==> config.mk <==
export PLATFORM = sky130hd
export DESIGN_NAME = ex_stage
export DESIGN_NICKNAME = d
export VERILOG_FILES = /design/src/rtl/ex_defs.sv /design/src/rtl/multu_seq.sv /design/src/rtl/ex_stage.sv
export SDC_FILE = /design/constraint.sdc
export NUM_CORES = 1
export LEC_CHECK = 0
export CAP_MARGIN = 20
export CORE_ASPECT_RATIO = 0.8
export CORE_MARGIN = 2
export CORE_UTILIZATION = 30
export CTS_CLUSTER_DIAMETER = 60
export DETAILED_ROUTE_END_ITERATION = 7
export PLACE_DENSITY_LB_ADDON = 0.08
export SKIP_CTS_REPAIR_TIMING = 1
export SYNTH_ARGS = -nofsm -noshare
export SYNTH_HDL_FRONTEND = slang
export SYNTH_HIERARCHICAL = 1
export SYNTH_SLANG_ARGS = --single-unit
==> constraint.sdc <==
create_clock -name clk -period 3.29 [get_ports clk]
set_input_delay 0.329 -clock clk [delete_from_list [all_inputs] [get_ports clk]]
set_output_delay 0.329 -clock clk [all_outputs]
set_load 0.005 [all_outputs]
==> src/rtl/ex_defs.sv <==
// Shared definitions for the execute stage: ALU_OP codes,
// decoded funct values and multiplier FSM state encoding.
package ex_defs;

    typedef enum logic [1:0] {
        ALU_ADD   = 2'b00,
        ALU_SUB   = 2'b01,
        ALU_RTYPE = 2'b10,
        ALU_RSVD  = 2'b11
    } alu_op_e;

    localparam logic [5:0] F_SLL   = 6'h00;
    localparam logic [5:0] F_SRL   = 6'h02;
    localparam logic [5:0] F_MFHI  = 6'h10;
    localparam logic [5:0] F_MFLO  = 6'h12;
    localparam logic [5:0] F_MULTU = 6'h19;
    localparam logic [5:0] F_ADDU  = 6'h21;
    localparam logic [5:0] F_SUBU  = 6'h23;
    localparam logic [5:0] F_AND   = 6'h24;
    localparam logic [5:0] F_OR    = 6'h25;

    typedef enum logic [1:0] {
        S_IDLE = 2'b00,
        S_MUL  = 2'b01,
        S_DONE = 2'b10
    } mul_state_e;

endpackage

==> src/rtl/multu_seq.sv <==
// Iterative 32-cycle shift-add unsigned multiplier.
// Ports: clk, rst_n, start, src, tar in; busy (stall), done, product out.
module multu_seq
    import ex_defs::*;
(
    input  logic        clk,
    input  logic        rst_n,
    input  logic        start,
    input  logic [31:0] src,
    input  logic [31:0] tar,
    output logic        busy,
    output logic        done,
    output logic [63:0] product
);

    mul_state_e  state, state_nx;
    logic [4:0]  cnt;
    logic [64:0] p;
    logic [31:0] mcand;
    logic [32:0] sum;
    logic [64:0] p_shift;

    always_comb begin
        sum     = p[0] ? (p[64:32] + {1'b0, mcand}) : p[64:32];
        p_shift = {1'b0, sum, p[31:1]};
    end

    // done strobes in the last MUL cycle so the owner of HI/LO
    // captures the post-shift product on the edge leaving MUL.
    assign done    = (state == S_MUL) && (cnt == 5'd31);
    assign product = p_shift[63:0];
    assign busy    = ((state == S_IDLE) && start) || (state == S_MUL);

    always_comb begin
        state_nx = state;
        unique case (state)
            S_IDLE:  if (start) state_nx = S_MUL;
            S_MUL:   if (cnt == 5'd31) state_nx = S_DONE;
            S_DONE:  state_nx = S_IDLE;
            default: state_nx = S_IDLE;
        endcase
    end

    always_ff @(negedge clk or negedge rst_n) begin
        if (!rst_n) begin
            state <= S_IDLE;
            cnt   <= '0;
            p     <= '0;
            mcand <= '0;
        end else begin
            state <= state_nx;
            if (state == S_IDLE && start) begin
                mcand <= src;
                p     <= {33'b0, tar};
                cnt   <= '0;
            end else if (state == S_MUL) begin
                p   <= p_shift;
                cnt <= cnt + 5'd1;
            end
        end
    end

endmodule

==> src/rtl/ex_stage.sv <==
// Execute stage: ALU decode/mux, HI/LO, MULTU control, EX/WB register.
// Ports: ID/EX fields in; registered wb/dst/result and stall_out out.
module ex_stage
    import ex_defs::*;
(
    input  logic        clk,
    input  logic        rst_n,
    input  logic        wb_in,
    input  logic [1:0]  ALU_OP_in,
    input  logic [31:0] src_data_in,
    input  logic [31:0] tar_data_in,
    input  logic [4:0]  shamt_in,
    input  logic [4:0]  dst_addr_in,
    input  logic [5:0]  funct_ctrl_in,
    output logic        wb_out,
    output logic [4:0]  dst_addr_out,
    output logic [31:0] result_out,
    output logic        stall_out
);

    logic [31:0] hi, lo;
    logic [31:0] alu_res;
    logic        op_ok;
    logic        is_multu;
    logic        rtype;
    logic        busy;
    logic        done;
    logic [63:0] product;
    logic        wb_ok;

    assign rtype    = (ALU_OP_in == ALU_RTYPE);
    assign is_multu = rtype && (funct_ctrl_in == F_MULTU);

    always_comb begin
        alu_res = '0;
        op_ok   = 1'b1;
        unique case (1'b1)
            (ALU_OP_in == ALU_ADD):
                alu_res = src_data_in + tar_data_in;
            (ALU_OP_in == ALU_SUB):
                alu_res = src_data_in - tar_data_in;
            (rtype && funct_ctrl_in == F_ADDU):
                alu_res = src_data_in + tar_data_in;
            (rtype && funct_ctrl_in == F_SUBU):
                alu_res = src_data_in - tar_data_in;
            (rtype && funct_ctrl_in == F_AND):
                alu_res = src_data_in & tar_data_in;
            (rtype && funct_ctrl_in == F_OR):
                alu_res = src_data_in | tar_data_in;
            (rtype && funct_ctrl_in == F_SLL):
                alu_res = tar_data_in << shamt_in;
            (rtype && funct_ctrl_in == F_SRL):
                alu_res = tar_data_in >> shamt_in;
            (rtype && funct_ctrl_in == F_MFHI):
                alu_res = hi;
            (rtype && funct_ctrl_in == F_MFLO):
                alu_res = lo;
            default:
                op_ok = 1'b0;
        endcase
    end

    multu_seq u_mul (
        .clk     (clk),
        .rst_n   (rst_n),
        .start   (is_multu),
        .src     (src_data_in),
        .tar     (tar_data_in),
        .busy    (busy),
        .done    (done),
        .product (product)
    );

    assign stall_out = busy;

    // MULTU itself never writes the register file; it only updates HI/LO.
    assign wb_ok = op_ok && !is_multu && (dst_addr_in != 5'd0) && !busy;

    always_ff @(negedge clk or negedge rst_n) begin
        if (!rst_n) begin
            hi <= '0;
            lo <= '0;
        end else if (done) begin
            hi <= product[63:32];
            lo <= product[31:0];
        end
    end

    always_ff @(negedge clk or negedge rst_n) begin
        if (!rst_n) begin
            wb_out       <= 1'b0;
            dst_addr_out <= '0;
            result_out   <= '0;
        end else begin
            wb_out       <= wb_in && wb_ok;
            dst_addr_out <= busy ? 5'd0 : dst_addr_in;
            result_out   <= wb_ok ? alu_res : 32'd0;
        end
    end

endmodule

---- After elaboration in Yosys (flattened, before gate mapping) ----
Index checks and enable logic that the tools add are counted.
cells by class
  $add $sub $neg .......................... 4
  reduce and logical (&&, ||, !) cells .... 27
  bitwise gates (word level) .............. 2
  equality and inequality tests ........... 14
  shifts and indexed selects .............. 2
  mux-type cells .......................... 12
operator list
  cell                   count
  $pmux W32 S8           1
  $mux W65               2
  $add A33 B32 Y33       1
  $mux W33               1
  $add A32 B32 Y32       1
  $and A32 B32 Y32       1
  $mux W32               1
  $or A32 B32 Y32        1
  $shl A32 B5 Y32        1
  $shr A32 B5 Y32        1
  $sub A32 B32 Y32       1
  $eq A6 B6 Y1 const B   4
  $eq A6 B5 Y1 const B   3
  $logic_and A1 B1 Y1    15
  $mux W5                3
  $reduce_or A10 Y1      1
  $eq A6 B2 Y1 const B   1
  $logic_not A6 Y1       1
  $add A5 B1 Y5 const B  1
  $eq A5 B5 Y1 const B   1
  $reduce_bool A5 Y1     1
  $eq A2 B1 Y1 const B   2
  $logic_not A2 Y1       2
  $mux W2                2
  10 further kinds       12
word-level totals
  bits of input ports ..................... 85
  output and inout bits ................... 39
  word-level logic and storage cells ...... 70
  flip-flop bits (word level) ............. 206

---- Logic depth before layout (Yosys ltp) ----
  depth after elaboration ................. 8
  mapped depth ............................ 17

---- Modules after synthesis ----
The synthesis kept the hierarchy.
modules (own cells, without submodules)
  module     cells an instance  area an instance (um^2)  times used
  ex_stage   1,091              10,132.2                 1
  multu_seq  763                6,510.0                  1

==> flow_summary.yaml <==
clock_network:
  cts_root_buffer: "clkbuf_16"
  cts_buffer_depth: 3
  clkSinkCount: 205
  path_clk_slew_ns: 0.04
  worst_skew_pair.late_latency_ns: 0.56
  htreeDepth: 1
  cts_buffers: 27
  cts_tree: "done"
timing:
  slew_headroom_pct: 21.6
  fin_ws_ns: -1.85
  worst-slew-pin-transition_ns: 1.18
  finalHoldViolations: 0
  clock_skew_ns: 0.0126
  rsz0062_at_grt: "yes"
  report.final.slew_viol_count: 0
  fin_hold_ws_ns: 0.423
  setup_viol: 38
floorplanning:
  core_area_mm2: 0.0550
  die_area_mm2: 0.0574
  die_w_um: 267
  num_rows: 77
  die_h_um: 215
  io_pins: 124
  start_util_pct: 30.3
grt:
  gr-max-usage-layer: "met1"
  grt_pass1_vias: 16400
  grt-ovfl-total: 0
  grt_util_met3_pct: 4.08
  track_usage_pct: 25.7
  met1_usage_pct: 39.0
  grt_antenna_before_repair: 1
  grt_max_degree: 48
  grt_pass1_wl_um: 110000
  grtUsageMet2_pct: 37.8
logic_synthesis:
  yosysTopAreaCellShare_pct: 30.8
  synth_most_common_cell: "nand2_1"
  synth_area_leaders: "dfrtn_1 (31%), mux4_2 (7.0%), nand2_1 (6.5%)"
  synthTopCellsByCount: "nand2_1 (290), dfrtn_1 (205), nor2_1 (123), a21oi_1 (120), o21ai_0 (104)"
  ys_types: 91
  synth_fp_nets: 2009
  synth-warning-count: 6
  synth_area_mm2: 0.0166
  async_reset_ff_share_pct: 100
  synth_area_leader_cell: "dfrtn_1"
  synthFlopType: "dfrtn_1"
  ys_seq_elements: 205
  synth_edf_count: 0
  synthCells: 1854
  synth-seq-area-share_pct: 30.8
  synth_area_per_cell_um2: 8.98
layout:
  drive_above_1_share_pct: 37.9
  finalNetCount: 2536
  finalNonFillerCells: 3151
  area_delta_synth_final_pct: 49.5
  fin_area_mm2: 0.0249
route:
  totalWireLength_um: 77400
  vias_per_cell: 5.44
  ant_nets: 0
  vias: 17100
  firstDrtPassIters: 6
  initialDrtViolationCount: 1776
  drc: 0
  drt-wirelength-per-cell_um: 24.6
setup_path:
  cpMostUsedCell: "buf_12"
  setup.worst_path.class: "input pin to flop"
  worstPathArrival_ns: 3.89
  critical_path.cell_chain: "buf_6 -> nand4bb_4 -> nor4b_4 -> nand2_2 -> o21a_4 -> buf_12 -> o41ai_1 -> xor2_1 -> ha_1 -> and3_4 -> a22oi_2 -> a21boi_4 -> o211ai_1 -> a31oi_1 -> buf_4 -> buf_12 -> o31ai_4 -> xnor2_1 -> o22ai_1"
  cp_max_fo: 5
  cpMaxStageDelayCell: "o211ai_1"
  critPathLaunchType: "input pin"
  cp_top_family: "compound AO/OA/AOI/OAI gates"
  setup.worst_path.end_class: "flop"
  crit_required_ns: 2.04
  crit_path_max_incr_delay_ns: 0.50
  crit_buf_inv: 4
status:
  status: "finished with violations"
  violations: "setup timing"
placement:
  port-buffer-count: 123
  gp_congestion: 0.931
  placed_cells: 3053
  dp_hpwl_um: 60300
  placed_cell_area_mm2: 0.0223
job:
  cap_violations: 0
power_and_ir_drop:
  p_leak_nw: 12.0
  ir_drop_uv: 357
  power.density_mw_per_mm2: 449
worst_hold_path:
  hp-class: "flop to flop"
-- flip-flops by register name (all words and copies together) (netlist names) --
name,count
u_mul/cnt,5
hi,32
u_mul/mcand,32
u_mul/state,2
result_out,32
lo,32
wb_out,1
u_mul/p,64
dst_addr_out,5
-- cells in the final DEF, fill, tap and decap left out, drive strengths merged, types with 22 or more instances in the layout --
cell             n
clkdlybuf4s50   54
a21o            25
mux4            52
nand3           32
a22oi           36
xnor2           40
nor3            22
dfrtn          205
nor2           123
inv             24
nand2          291
mux2i           67
a21oi          122
mux2            87
ha              68
o21ai          108
xor2            40
buf            551
dlymetal6s2s    56
clkbuf          49
-- through the flow --
stage               setup WS (ns)  power [W]  util (%)  TNS (ns)
floorplan                   -1.79    0.00573         -    -52.67
global placement            -2.82    0.00745      40.5   -191.32
detailed placement          -2.89    0.00747      40.5   -192.36
CTS                         -2.32     0.0108      42.3   -118.76
global route                -2.01     0.0118      45.2    -49.09
finish                      -1.85     0.0112      45.2    -43.46
-- logic make-up (layout without fill, tap and decap cells) --
logic type,after synthesis,count (layout),synth area share (%)
other,0,1,0
and+or+nand+nor,578,578,15.8
buffers and inverters,197,743,5.39
AOI/OAI and AO/OA,497,497,20.2
xor gates and xnor gates,80,80,4.21
adders and majority gates,91,91,6.62
muxes,206,206,17.0
DFF,205,205,30.8
-- per-layer routing --
layer	vias to the layer above	part of all wire [%]
li1	7925	-
met1	8501	48
met2	637	42
met3	76	6.9
met4	0	2.5
met5	-	0
-- power by group --
group / switching [W] / internal (W)
clock: 0.00124 / 0.00208
combinational: 0.00245 / 0.00211
sequential: 0.000330 / 0.00296
total: 0.00402 / 0.00714
-- area by class of cell --
| cell class | instances | area, um^2 |
|---|---|---|
| timing repair buffer | 673 | 6100 |
| antenna | 1 | 2.50 |
| tap | 750 | 938 |
| fill | 5352 | 30100 |
| sequential | 205 | 5130 |
| clock inverter | 11 | 201 |
| inverter | 22 | 90.1 |
| multi-input combinational | 1452 | 11600 |
| clock buffer | 37 | 793 |
-- final timing paths --
check                                  from               to  slack (ns)  cells past startpoint
min in group asynchronous             rst_n  u_mul/mcand[31]        1.21                      1
max in group asynchronous             rst_n   result_out[20]        1.41                      2
setup reg to reg             u_mul/mcand[0]           hi[23]        0.05                     11
setup / recovery           funct_ctrl_in[4]   result_out[31]       -1.85                     19
hold / removal                 u_mul/cnt[2]     u_mul/cnt[2]        0.42                      1
hold reg to reg                u_mul/cnt[2]     u_mul/cnt[2]        0.42                      1
No activity file was read; power rests on OpenSTA's default activity.
